File: src/rtl/i2s_playout_controller.sv
// Playout sequencer for the I2S MSB transmitter reading the circular channel_buffer.
// Primes on producer advances, requests transmitter resync, and polices playout lag.
module i2s_playout_controller #(
  parameter int CIRC_BUF_BITS = 3,
  parameter int ADDR_BITS     = 11,
  parameter int TARGET_LAG    = 4,
  parameter int LAG_TOL       = 1,
  parameter int LOCK_FRAMES   = 2,
  parameter int STALL_TIMEOUT = 4096
) (
  input  logic                     clk_i,
  input  logic                     rst_ni,
  input  logic                     enable_i,
  input  logic [CIRC_BUF_BITS-1:0] wr_frame_idx_i,
  input  logic [ADDR_BITS-1:0]     ram_read_addr_i,
  input  logic                     i2s_running_i,
  output logic                     resync_req_o,
  output logic [CIRC_BUF_BITS-1:0] last_good_frame_idx_o,
  output logic                     locked_o,
  output logic                     underrun_o,
  output logic                     overrun_o,
  output logic [7:0]               resync_count_o
);

  // state  | meaning
  // IDLE   | playout disabled or dropped after a producer stall
  // PRIME  | counting producer advances before the first resync
  // RESYNC | resync_req_o held until a frame boundary with transmitter running
  // RUN    | locked; lag checked on every read-side frame boundary

  localparam int FRAME_BITS = ADDR_BITS - CIRC_BUF_BITS;
  localparam int STALL_W    = $clog2(STALL_TIMEOUT);
  localparam int ADV_W      = $clog2(LOCK_FRAMES + 1);

  localparam logic [STALL_W-1:0]       STALL_RELOAD = STALL_W'(STALL_TIMEOUT - 1);
  localparam logic [ADV_W-1:0]         ADV_LAST     = ADV_W'(LOCK_FRAMES - 1);
  localparam logic [CIRC_BUF_BITS-1:0] LAG_MIN      = CIRC_BUF_BITS'(TARGET_LAG - LAG_TOL);
  localparam logic [CIRC_BUF_BITS-1:0] LAG_MAX      = CIRC_BUF_BITS'(TARGET_LAG + LAG_TOL);

  typedef enum logic [1:0] {IDLE, PRIME, RESYNC, RUN} state_t;

  state_t                   state;
  logic [CIRC_BUF_BITS-1:0] wr_idx_q;
  logic [ADV_W-1:0]         adv_cnt;
  logic [STALL_W-1:0]       stall_cnt;
  logic                     seen_adv;

  logic                     advance;
  logic                     boundary;
  logic                     stall_expired;
  logic [CIRC_BUF_BITS-1:0] rd_frame;
  logic [CIRC_BUF_BITS-1:0] lag;

  assign advance       = (wr_frame_idx_i != wr_idx_q);
  assign rd_frame      = ram_read_addr_i[ADDR_BITS-1 -: CIRC_BUF_BITS];
  assign boundary      = &ram_read_addr_i[FRAME_BITS-1:0];
  // Uses the live producer index so a same-cycle advance is already counted.
  assign lag           = wr_frame_idx_i - rd_frame;
  assign stall_expired = (state != IDLE) && !advance && (stall_cnt == '0);

  always_ff @(posedge clk_i or negedge rst_ni) begin
    if (!rst_ni) begin
      state                 <= IDLE;
      wr_idx_q              <= '0;
      adv_cnt               <= '0;
      stall_cnt             <= STALL_RELOAD;
      seen_adv              <= 1'b0;
      resync_req_o          <= 1'b0;
      last_good_frame_idx_o <= '0;
      locked_o              <= 1'b0;
      underrun_o            <= 1'b0;
      overrun_o             <= 1'b0;
      resync_count_o        <= '0;
    end else begin
      wr_idx_q   <= wr_frame_idx_i;
      underrun_o <= 1'b0;
      overrun_o  <= 1'b0;

      if (state != IDLE) begin
        last_good_frame_idx_o <= wr_frame_idx_i;
      end

      // Down-counter reloads on each advance; zero with no advance is the timeout.
      if (state == IDLE || advance) begin
        stall_cnt <= STALL_RELOAD;
      end else if (stall_cnt != '0) begin
        stall_cnt <= stall_cnt - 1'b1;
      end

      if (!enable_i) begin
        state        <= IDLE;
        resync_req_o <= 1'b0;
        locked_o     <= 1'b0;
      end else if (stall_expired) begin
        underrun_o   <= 1'b1;
        state        <= IDLE;
        resync_req_o <= 1'b0;
        locked_o     <= 1'b0;
      end else begin
        case (state)
          IDLE: begin
            state   <= PRIME;
            adv_cnt <= '0;
          end
          PRIME: begin
            if (advance) begin
              if (adv_cnt == ADV_LAST) begin
                state        <= RESYNC;
                resync_req_o <= 1'b1;
                seen_adv     <= 1'b0;
              end else begin
                adv_cnt <= adv_cnt + 1'b1;
              end
            end
          end
          RESYNC: begin
            if (advance) begin
              seen_adv <= 1'b1;
            end
            if (boundary && i2s_running_i && (seen_adv || advance)) begin
              state        <= RUN;
              resync_req_o <= 1'b0;
              locked_o     <= 1'b1;
            end
          end
          RUN: begin
            if (boundary && (lag < LAG_MIN || lag > LAG_MAX)) begin
              underrun_o   <= (lag < LAG_MIN);
              overrun_o    <= (lag > LAG_MAX);
              state        <= RESYNC;
              resync_req_o <= 1'b1;
              locked_o     <= 1'b0;
              seen_adv     <= 1'b0;
              if (resync_count_o != 8'hFF) begin
                resync_count_o <= resync_count_o + 1'b1;
              end
            end
          end
          default: begin
            state        <= IDLE;
            resync_req_o <= 1'b0;
            locked_o     <= 1'b0;
          end
        endcase
      end
    end
  end

endmodule

File: config.mk
export PLATFORM = sky130hd
export DESIGN_NAME = i2s_playout_controller
export DESIGN_NICKNAME = d
export VERILOG_FILES = /design/src/rtl/i2s_playout_controller.sv
export SDC_FILE = /design/constraint.sdc
export NUM_CORES = 1
export LEC_CHECK = 0
export CAP_MARGIN = 20
export CORE_UTILIZATION = 47
export CTS_CLUSTER_DIAMETER = 60
export DETAILED_ROUTE_END_ITERATION = 16
export PLACE_DENSITY = 0.71
export RECOVER_POWER = 50
export SLEW_MARGIN = 5
export SYNTH_ARGS = -nofsm -noshare
export SYNTH_HDL_FRONTEND = slang
export SYNTH_SLANG_ARGS = --single-unit
File: constraint.sdc
create_clock -name clk_i -period 3.86 [get_ports clk_i]
set_clock_uncertainty 0.2 [all_clocks]
set_input_delay 0.386 -clock clk_i [delete_from_list [all_inputs] [get_ports clk_i]]
set_output_delay 0.386 -clock clk_i [all_outputs]
set_load 0.05 [all_outputs]
==> results of run 1 <==
registers in the layout, indices dropped and copies added, names as in the netlist:
signal                 flops
seen_adv                   1
resync_count_o             8
locked_o                   1
underrun_o                 1
overrun_o                  1
resync_req_o               1
wr_idx_q                   3
state                      2
adv_cnt                    2
stall_cnt                 12
last_good_frame_idx_o      3
power breakdown:
group | switching [mW] | leakage [nW] | internal, mW
Combinational | 0.141 | 0.479 | 0.0951
Clock | 0.119 | 0.0482 | 0.144
Sequential | 0.0300 | 0.429 | 0.405
Total | 0.290 | 0.956 | 0.643
final timing paths:
check | endpoint | depth (start not counted)
setup / recovery | state[0] | 10
hold / removal | overrun_o | 1
setup reg to reg | resync_count_o[1] | 5
hold reg to reg | resync_count_o[6] | 1
max in group asynchronous | stall_cnt[3] | 3
min in group clk_i | resync_count_o[6] | 1
critical path, cell delays in order:
cell           delay, ns
dlygate4sd3_1       0.59
inv_1               0.09
ha_1                0.14
inv_1               0.04
fa_1                0.35
xnor3_1             0.45
mux2i_1             0.59
nand2b_1            0.21
o21ai_0             0.16
a211oi_1            0.27
routing by layer:
| metal | track usage, % | share of wire [%] | wire, µm |
|---|---|---|---|
| met5 | 0 | 0 | 0 |
| met3 | 5.71 | 5.3 | 198 |
| met4 | 8.06 | 1.6 | 59 |
| met1 | 29.1 | 48 | 1790 |
| met2 | 31.9 | 46 | 1710 |
layout make-up:
type	instances	area, µm²
flip-flops and latches	35	891
repair buffers	38	350
inverters	10	37.5
clock buffers	7	86.3
clock inverters	1	5.00
fillers	289	1400
well taps	48	60.1
multi-input cells	123	861
metrics by stage:
step | cell area [µm²] | total power [mW] | setup WS [ns] | hold WS [ns] | instances
after global placement | 2200 | 0.665 | 0.557 | 0.276 | 252
final | 2290 | 0.933 | 0.565 | 0.259 | 262
after CTS | 2320 | 0.947 | 0.758 | 0.248 | 261
after detailed placement | 2230 | 0.680 | 0.428 | 0.282 | 253
after global routing | 2290 | 0.988 | 0.352 | 0.286 | 262
after floorplan | 1820 | 0.586 | 0.980 | -0.110 | 173
kinds of logic (layout without fill, tap and decap cells):
logic type      count (synthesis)  count (layout)  share of synthesized area, %
compound gates                 24              24                          9.64
xor+xnor                       17              17                          8.95
fa+ha+maj                       6               6                          4.55
buf+inv                        15              56                          3.58
flops                          35              35                          49.0
mux                             6               6                          3.51
simple gates                   70              70                          20.7
cells in the mapped netlist:
library cell	instances	share of area (%)
a211oi_1	1	0.41
a21oi_1	3	0.83
a31oi_1	1	0.34
a41oi_1	1	0.48
and2_1	3	1.0
and3_1	1	0.34
and4_1	2	0.96
buf_1	1	0.21
buf_2	1	0.28
buf_6	1	0.62
clkbuf_1	2	0.41
dfrtp_1	23	32
dfstp_2	12	17
fa_1	1	1.1
ha_1	5	3.4
inv_1	10	2.1
mux2_1	1	0.62
mux2_2	2	1.2
mux2i_1	3	1.7
nand2_1	17	3.5
nand2b_1	6	2.1
nand3_1	7	1.9
nand4_1	3	1.0
nor2_1	7	1.4
nor2b_1	2	0.69
nor3_1	6	1.7
nor4_1	7	2.4
o2111ai_1	1	0.48
o211ai_1	2	0.83
o21ai_0	9	2.5
o21ba_1	1	0.55
o311ai_0	2	0.96
o311ai_4	1	1.4
o31ai_1	2	0.83
or2_2	1	0.34
or3_1	4	1.4
or3_2	1	0.41
or3b_1	1	0.48
or4_1	1	0.41
or4_4	1	0.62
xnor2_1	7	3.4
xnor3_1	1	1.2
xor2_1	9	4.3
layout by cell type (no fill, tap or decap), types with 3 or more instances in the layout:
cell / n
a21oi_1: 3
or3_1: 4
inv_1: 10
clkdlybuf4s50_1: 27
xor2_1: 9
nor4_1: 7
dfrtp_1: 23
dfstp_2: 12
o21ai_0: 9
nor2_1: 7
nand4_1: 3
dlygate4sd3_1: 5
clkbuf_8: 6
ha_1: 5
and2_1: 3
nand2b_1: 6
clkbuf_1: 5
nand2_1: 17
xnor2_1: 7
mux2i_1: 3
nand3_1: 7
nor3_1: 6
==> results.py, run 1 <==
metrics = {
    "flow_run": {
        "cap_violations": 0,
    },
    "sta": {
        "hold_violations": 0,
        "timing.final.crit_share_pct": 85.4,
        "rsz0062_at_grt": "false",
        "worstMarginPinSlew_ns": 1.01,
        "slew_violations": 0,
        "max-slew-margin-rel_pct": 32.8,
        "setup-violations-final": 0,
        "fin_crit_ns": 3.29,
        "fmaxAchievable_ghz": 0.304,
        "fin_tns_setup_ns": 0,
    },
    "global_routing": {
        "grt_pass1_wl_um": 6550,
        "antenna_found_initial": 0,
        "grt_max_degree": 19,
        "grt_use_total_pct": 21.2,
        "grt_overflow_total": 0,
        "grt_pass1_vias": 1438,
    },
    "clocking": {
        "root_buffer": "clkbuf_8",
        "ctsLongestPathBuffers": 2,
        "cts_sinks": 35,
        "clk_latency_ns": 0.28,
        "cts_hold_buf": 0,
        "cts_resized": 0,
        "cts_setup_buffers": 0,
        "cts_tree": "built",
        "h-tree-depth": 2,
        "clk_pin_slew_ns": 0.07,
        "cts_buffers": 5,
    },
    "critical_path": {
        "required_ns": 3.85,
        "path_class": "in -> reg",
        "startpoint": "wr_frame_idx_i[0]",
        "cp_max_fo": 8,
        "startpoint_type": "input pin",
        "r2r_start": "stall_cnt[5]",
        "critPathArrivalTime_ns": 3.28,
        "cp-end-kind": "flip-flop",
        "ff2ff_setup_slack_ns": 0.89,
    },
    "placement": {
        "dpl.hpwl_um": 2800,
        "place.gp.congestion": 0.861,
        "port-buffer-count": 32,
    },
    "floorplan": {
        "io_pins": 33,
        "fp.dieW_um": 64.2,
        "core_mm2": 0.00369,
        "rows": 22,
        "die-area_mm2": 0.00412,
        "chipHeight_um": 64.2,
        "start_util_pct": 49.3,
    },
    "route": {
        "totalWireLength_um": 3760,
        "wl_per_cell_um": 14.4,
        "vias": 1410,
        "detail-route-antenna-nets": 0,
        "drc": 0,
        "vias_per_cell": 5.38,
        "dr.pass1.iters": 4,
        "drt_iter0_markers": 54,
    },
    "synthesis": {
        "ys_types": 43,
        "yosys_warnings": 0,
        "syn_area_per_cell_um2": 10.5,
        "synthesis.nets": 197,
        "synth_area_mm2": 0.00182,
        "seq_area_frac_synth_pct": 49.0,
        "ys_ff_latch": 35,
        "synthCells": 173,
    },
    "pwr": {
        "cellPowerDensity_mw_per_mm2": 407,
        "irDropWorstVdd_mv": 0.284,
        "p_leak_nw": 0.956,
    },
    "layout": {
        "syn_to_final_growth_pct": 26.1,
        "drive_gt1_share_pct": 12.6,
        "nets": 237,
        "final_util_pct": 62.1,
        "diodes": 0,
    },
    "worst_hold_path": {
        "hp-class": "in -> async",
    },
    "run_status": {
        "status": "complete, no violations",
    },
}
No activity file was read; power rests on OpenSTA's default activity.
==> run 2: changes to the inputs <==
--- a/config.mk
+++ b/config.mk
@@ -6,9 +6,10 @@
 export NUM_CORES = 1
 export LEC_CHECK = 0
+export ABC_AREA = 1
 export CAP_MARGIN = 20
 export CORE_UTILIZATION = 47
 export CTS_CLUSTER_DIAMETER = 60
 export DETAILED_ROUTE_END_ITERATION = 16
-export PLACE_DENSITY = 0.71
+export PLACE_DENSITY = 0.7
 export RECOVER_POWER = 50
 export SLEW_MARGIN = 5
--- a/constraint.sdc
+++ b/constraint.sdc
@@ -3,3 +3,3 @@
 set_input_delay 0.386 -clock clk_i [delete_from_list [all_inputs] [get_ports clk_i]]
 set_output_delay 0.386 -clock clk_i [all_outputs]
-set_load 0.05 [all_outputs]
+set_load 0.01 [all_outputs]
==> run 2 against run 1 <==
- the flow now finishes with violations (capacitance limit, slew limit)
- cell count up 31%
- combinational power grew 20%
- global-route usage about the same
- wire length increased by 12%
- sequential power up 4%
- die area grew 11%
- critical endpoint is now resync_count_o[2]
- synthesized cell count rose by 47%
==> results.py, run 2 <==
metrics = {
    "synthesis": {
        "syn_area_per_cell_um2": 7.93,
        "yosys_warnings": 0,
        "ys_ff_latch": 35,
        "synth_area_mm2": 0.00202,
        "synth_top_area_share_pct": 28.4,
        "synthesis.nets": 279,
        "seq_area_frac_synth_pct": 44.0,
        "synth_most_common_cell": "nand2_1",
        "ys_async_sr_fraction_pct": 100,
        "yosysTopAreaCell": "dfrtp_1",
        "synth-edff-count": 0,
        "synth_common_cells": "nand2_1, inv_1, dfrtp_1",
        "ys.flop_type": "dfrtp_1",
        "synthCells": 255,
        "ys_types": 32,
        "synth_area_leaders": "dfrtp_1, dfstp_2, nand2_1, inv_1, nand3_1",
    },
    "floorplan": {
        "chipHeight_um": 67.6,
        "fp.dieW_um": 67.6,
        "rows": 23,
        "start_util_pct": 49.9,
        "io_pins": 33,
        "die-area_mm2": 0.00457,
        "core_mm2": 0.00406,
    },
    "clocking": {
        "cts_hold_buf": 0,
        "h-tree-depth": 2,
        "cts_sinks": 35,
        "cts_buffers": 5,
        "root_buffer": "clkbuf_8",
        "cts_setup_buffers": 0,
        "clk_latency_ns": 0.29,
        "ctsLongestPathBuffers": 2,
        "clk_pin_slew_ns": 0.07,
        "cts_tree": "built",
        "cts_resized": 0,
    },
    "route": {
        "detail-route-antenna-nets": 0,
        "drc": 0,
        "totalWireLength_um": 4200,
        "dr.pass1.iters": 4,
        "vias": 1804,
        "vias_per_cell": 5.24,
        "drt_iter0_markers": 83,
        "wl_per_cell_um": 12.2,
    },
    "critical_path": {
        "reg2reg_depth": 8,
        "cp_max_fo": 11,
        "startpoint_type": "input pin",
        "path_class": "in -> reg",
        "cp-end-kind": "flip-flop",
        "critPathArrivalTime_ns": 2.77,
        "required_ns": 3.85,
    },
    "layout": {
        "drive_gt1_share_pct": 11.9,
        "largest-register": "stall_cnt",
        "top_regs": "stall_cnt x12, resync_count_o x8",
        "diodes": 0,
        "instances_no_fill": 344,
        "syn_to_final_growth_pct": 22.7,
        "final_cell_mix": "nand2_1, inv_1, clkdlybuf4s50_1, dfrtp_1, nor2_1",
        "largest_reg_flops": 12,
        "final_common_cell": "nand2_1",
        "nets": 317,
    },
    "placement": {
        "dpl.hpwl_um": 3120,
        "port-buffer-count": 32,
        "place_inst": 336,
        "place.gp.congestion": 0.810,
    },
    "worst_hold_path": {
        "hp-class": "reg -> reg",
        "whs_path_depth": 2,
    },
    "sta": {
        "fin_crit_ns": 2.78,
        "fmaxAchievable_ghz": 0.359,
        "max-slew-margin-rel_pct": -24.0,
        "setup-violations-final": 0,
        "timing.final.crit_share_pct": 72.1,
        "hold_violations": 0,
        "fin_tns_setup_ns": 0,
        "slew_violations": 36,
        "worstMarginPinSlew_ns": 1.86,
        "rsz0062_at_grt": "false",
    },
    "global_routing": {
        "grt_max_degree": 36,
        "grt_pass1_vias": 1668,
        "use_met3_pct": 5.57,
        "grt_use_total_pct": 21.2,
        "globalRoute.busiestLayer": "met2",
        "grt_util_met2_pct": 33.9,
        "grt_overflow_total": 0,
        "grt_use_met1_pct": 26.3,
        "antenna_found_initial": 0,
        "grt_pass1_wl_um": 7110,
    },
    "flow_run": {
        "cap_violations": 1,
    },
    "run_status": {
        "status": "finished with violations",
        "violations": "capacitance limit, slew limit",
    },
    "pwr": {
        "cellPowerDensity_mw_per_mm2": 408,
        "p_leak_nw": 1.14,
        "p_total_mw": 1.01,
        "irDropWorstVdd_mv": 0.265,
    },
}
[run 2: changes by cell type in the layout (fill, tap and decap cells not counted), sizes merged, moves of 4 or more]
cell	delta
a21oi	+4
nor4	-4
nand2	+51
inv	+29
xnor2	-4
xor2	-6
o21ai	+8
nand3	+13
or3	-5
nand3b	+5
nand2b	-6
nor2	+16
[run 2: worst max-delay path: stages]
cell	delay, ns
dlygate4sd3_1	0.58
inv_1	0.08
ha_1	0.14
inv_1	0.05
fa_1	0.37
nand3b_1	0.19
nand2_1	0.07
nand2_1	0.06
nand2_1	0.09
nand3_2	0.13
nor2_2	0.43
nand2_1	0.09
nand2_1	0.07
nand2_1	0.04
[run 2: area by class of cell]
class                      instances  area (µm²)
fill                             371        1580
multi-input combinational        179         967
sequential                        35         891
timing repair buffer              33         324
inverter                          39         146
clock buffer                       7        86.3
tap                               50        62.6
clock inverter                     1        5.00
[run 2: path summary, 6_finish.rpt]
path                       slack (ns)                  endpoint                     start
max                              1.08         resync_count_o[2]         wr_frame_idx_i[0]
min                              0.29  last_good_frame_idx_o[1]  last_good_frame_idx_o[1]
max reg2reg                      1.48         resync_count_o[2]                  state[0]
min reg2reg                      0.29  last_good_frame_idx_o[1]  last_good_frame_idx_o[1]
max in group asynchronous        1.45               wr_idx_q[2]                    rst_ni
min in group asynchronous        0.94         resync_count_o[7]                    rst_ni
[run 2: cell families (layout without fill, tap and decap cells)]
group,after synthesis,after routing,synth area share (%)
flops,35,35,44.0
simple gates,129,129,30.1
fa+ha+maj,6,6,4.08
buf+inv,41,80,8.04
compound gates,38,38,11.2
xor+xnor,6,6,2.60
[run 2: through the flow]
| stage | setup slack [ns] | cell area [µm²] | utilization, % | hold slack, ns |
|---|---|---|---|---|
| after floorplan | 1.70 | 2020 | - | -0.110 |
| after global placement | 0.937 | 2400 | 59.1 | 0.271 |
| after detailed placement | 0.865 | 2400 | 59.1 | 0.284 |
| after CTS | 1.18 | 2490 | 61.3 | 0.299 |
| after global routing | 0.817 | 2480 | 61.2 | 0.338 |
| final | 1.08 | 2480 | 61.2 | 0.291 |
[run 2: power by group]
part	leakage [nW]	total (mW)	switching (mW)	internal, mW
clock network	0.0482	0.279	0.135	0.144
registers	0.426	0.451	0.0350	0.416
logic	0.663	0.283	0.167	0.115
[run 2: per-layer routing]
metal | vias up | routed length (µm)
met5 | - | 0
met4 | 0 | 94
met3 | 10 | 190
met2 | 44 | 1910
met1 | 835 | 2010
li1 | 915 | -
==> run 3: changes to the inputs <==
Clock period 3.86 ns to 2.9 ns, I/O delays scaled along.
==> run 3 against run 2 <==
- hold slack gained 0.0025 ns
- the run still ends with capacitance limit, slew limit left
- critical path type unchanged
- cell count is 0.58% higher
- sequential share of layout area shrank 0.39 points
- first-iteration DRC count increased by 4.8%
- sequential cell count did not move
- worst setup slack worse by 0.72 ns
==> results.py, run 3 (synthesis results as in run 2) <==
metrics = {
    "layout": {
        "fillCellCount": 373,
        "drive_gt1_share_pct": 12.8,
        "largest_reg_flops": 12,
        "multi_input_comb_area_um2": 967,
        "final_cell_mix": "nand2_1, inv_1, clkdlybuf4s50_1, dfrtp_1, nor2_1",
        "nets": 319,
        "final_util_pct": 61.9,
        "top_regs": "stall_cnt x12, resync_count_o x8",
        "regArea_um2": 891,
        "syn_to_final_growth_pct": 24.1,
        "largest-register": "stall_cnt",
        "final_common_cell": "nand2_1",
        "diodes": 0,
    },
    "critical_path": {
        "r2r-end": "resync_count_o[2]",
        "reg2reg_depth": 9,
        "cp-end-kind": "flip-flop",
        "startpoint": "wr_frame_idx_i[0]",
        "ff2ff_setup_slack_ns": 0.83,
        "critPathArrivalTime_ns": 2.52,
        "required_ns": 2.88,
        "path_depth": 15,
        "path_class": "in -> reg",
        "crit_slowest_cell": "dlygate4sd3_1",
        "startpoint_type": "input pin",
        "critPathCapture": "resync_count_o[2]",
        "cpPeakStageDelay_ns": 0.58,
        "cp_max_fo": 11,
        "path_common_cell": "nand2_1",
        "r2r_start": "state[0]",
        "crit_family": "buffers and inverters",
        "crit_chain": "dlygate4sd3_1, inv_1, ha_1, inv_1, fa_1, nand3b_1, nand2_1, nand2_1, nand2_1, nand3_2, nor2_2, buf_4, nand2_1, nand2_1, nand2_1",
        "crit_buf_inv": 4,
    },
    "clocking": {
        "cts_buffers": 5,
        "cts_setup_buffers": 0,
        "root_buffer": "clkbuf_8",
        "cts_hold_buf": 0,
        "clk_latency_ns": 0.29,
        "cts_tree": "built",
        "cts_sinks": 35,
        "cts_resized": 0,
        "clk_pin_slew_ns": 0.07,
        "h-tree-depth": 2,
        "ctsLongestPathBuffers": 2,
    },
    "sta": {
        "hold_violations": 0,
        "fin_crit_ns": 2.54,
        "worstMarginPinSlew_ns": 1.82,
        "fmaxAchievable_ghz": 0.393,
        "timing.final.crit_share_pct": 87.7,
        "rsz0062_at_grt": "false",
        "fin_ws_ns": 0.358,
        "fin_tns_setup_ns": 0,
        "setup-violations-final": 0,
        "slew_violations": 36,
        "max-slew-margin-rel_pct": -21.3,
    },
    "route": {
        "drc": 0,
        "drt_iter0_markers": 87,
        "vias_per_cell": 5.12,
        "totalWireLength_um": 4140,
        "detail-route-antenna-nets": 0,
        "dr.pass1.iters": 4,
        "wl_per_cell_um": 12.0,
        "vias": 1773,
    },
    "global_routing": {
        "grt_pass1_vias": 1656,
        "grt_max_degree": 36,
        "antenna_found_initial": 0,
        "grt_overflow_total": 0,
        "grt_pass1_wl_um": 7110,
        "grt_use_total_pct": 21.0,
    },
    "pwr": {
        "share_seq_of_total_power_pct": 43.6,
        "irDropWorstVdd_mv": 0.414,
        "p_leak_nw": 1.15,
        "cellPowerDensity_mw_per_mm2": 547,
        "swShare_pct": 32.5,
        "p_int_uw": 926,
        "power_frac_comb_pct": 27.9,
        "p_sw_uw": 447,
        "p_total_mw": 1.37,
        "clkPwrFrac_pct": 28.6,
    },
    "worst_hold_path": {
        "hp-class": "reg -> reg",
    },
    "flow_run": {
        "cap_violations": 1,
    },
    "floorplan": {
        "chipHeight_um": 67.6,
        "start_util_pct": 49.9,
        "die-area_mm2": 0.00457,
        "io_pins": 33,
        "fp.dieW_um": 67.6,
        "rows": 23,
        "core_mm2": 0.00406,
    },
    "placement": {
        "place.gp.congestion": 0.859,
        "dpl.hpwl_um": 3160,
        "pre_cts_ws_ns": 0.154,
        "port-buffer-count": 32,
    },
    "run_status": {
        "violations": "capacitance limit, slew limit",
        "status": "finished with violations",
    },
}
-- run 3: changes by cell type in the layout (fill, tap and decap cells not counted), sizes merged --
| cell | change |
|---|---|
| clkinv | -1 |
| clkinvlp | +1 |
| buf | +2 |
-- run 3: power groups by stage --
| stage | Sequential [mW] | Combinational, mW | Clock [mW] |
|---|---|---|---|
| finish | 0.598 | 0.382 | 0.392 |
| global route | 0.609 | 0.433 | 0.426 |
| CTS | 0.599 | 0.392 | 0.401 |
| detailed placement | 0.608 | 0.385 | 0 |
| global placement | 0.606 | 0.377 | 0 |
| floorplan | 0.614 | 0.220 | 0 |
-- run 3: worst min path at each step --
stage / from / cells after the start / end / slack (ns)
2_1_floorplan: rst_ni / 0 / adv_cnt[0] / -0.21
3_3_place_gp: last_good_frame_idx_o[1] / 2 / last_good_frame_idx_o[1] / 0.27
3_5_place_dp: last_good_frame_idx_o[1] / 2 / last_good_frame_idx_o[1] / 0.29
4_1_cts: rst_ni / 2 / resync_count_o[7] / 0.23
5_1_grt: adv_cnt[0] / 1 / adv_cnt[0] / 0.33
6_report: last_good_frame_idx_o[1] / 2 / last_good_frame_idx_o[1] / 0.29
-- run 3: layout make-up --
type	count	area share (%)
repair buffers	35	13.5
inverters	39	5.83
flip-flops and latches	35	35.5
multi-input cells	179	38.5
clock buffers	7	3.84
well taps	50	2.49
clock inverters	1	0.299
-- run 3: metrics by stage --
stage / instance area (µm²) / instances / hold slack (ns)
floorplan: 2020 / 255 / -0.206
detailed placement: 2410 / 338 / 0.285
global placement: 2410 / 338 / 0.269
CTS: 2520 / 346 / 0.228
global route: 2510 / 346 / 0.327
finish: 2510 / 346 / 0.294
-- run 3: per-layer routing --
metal  routed length [µm]  vias to the layer above  GRT usage, %
met4                   49                        0          6.12
met1                 1990                      818          26.0
met2                 1920                       38          34.8
met3                  189                        5          6.25
met5                    0                        -             0
li1                     -                      912             -
-- run 3: worst register-to-register path, cell delays in order (launching register included) --
cell and delay [ns]:
dfrtp_1 0.42, nor2_1 0.56, nor2_4 0.08, nand2_2 0.13
nand3_2 0.12, nor2_2 0.10, buf_4 0.18, nand2_1 0.06
nand2_1 0.05, nand2_1 0.05
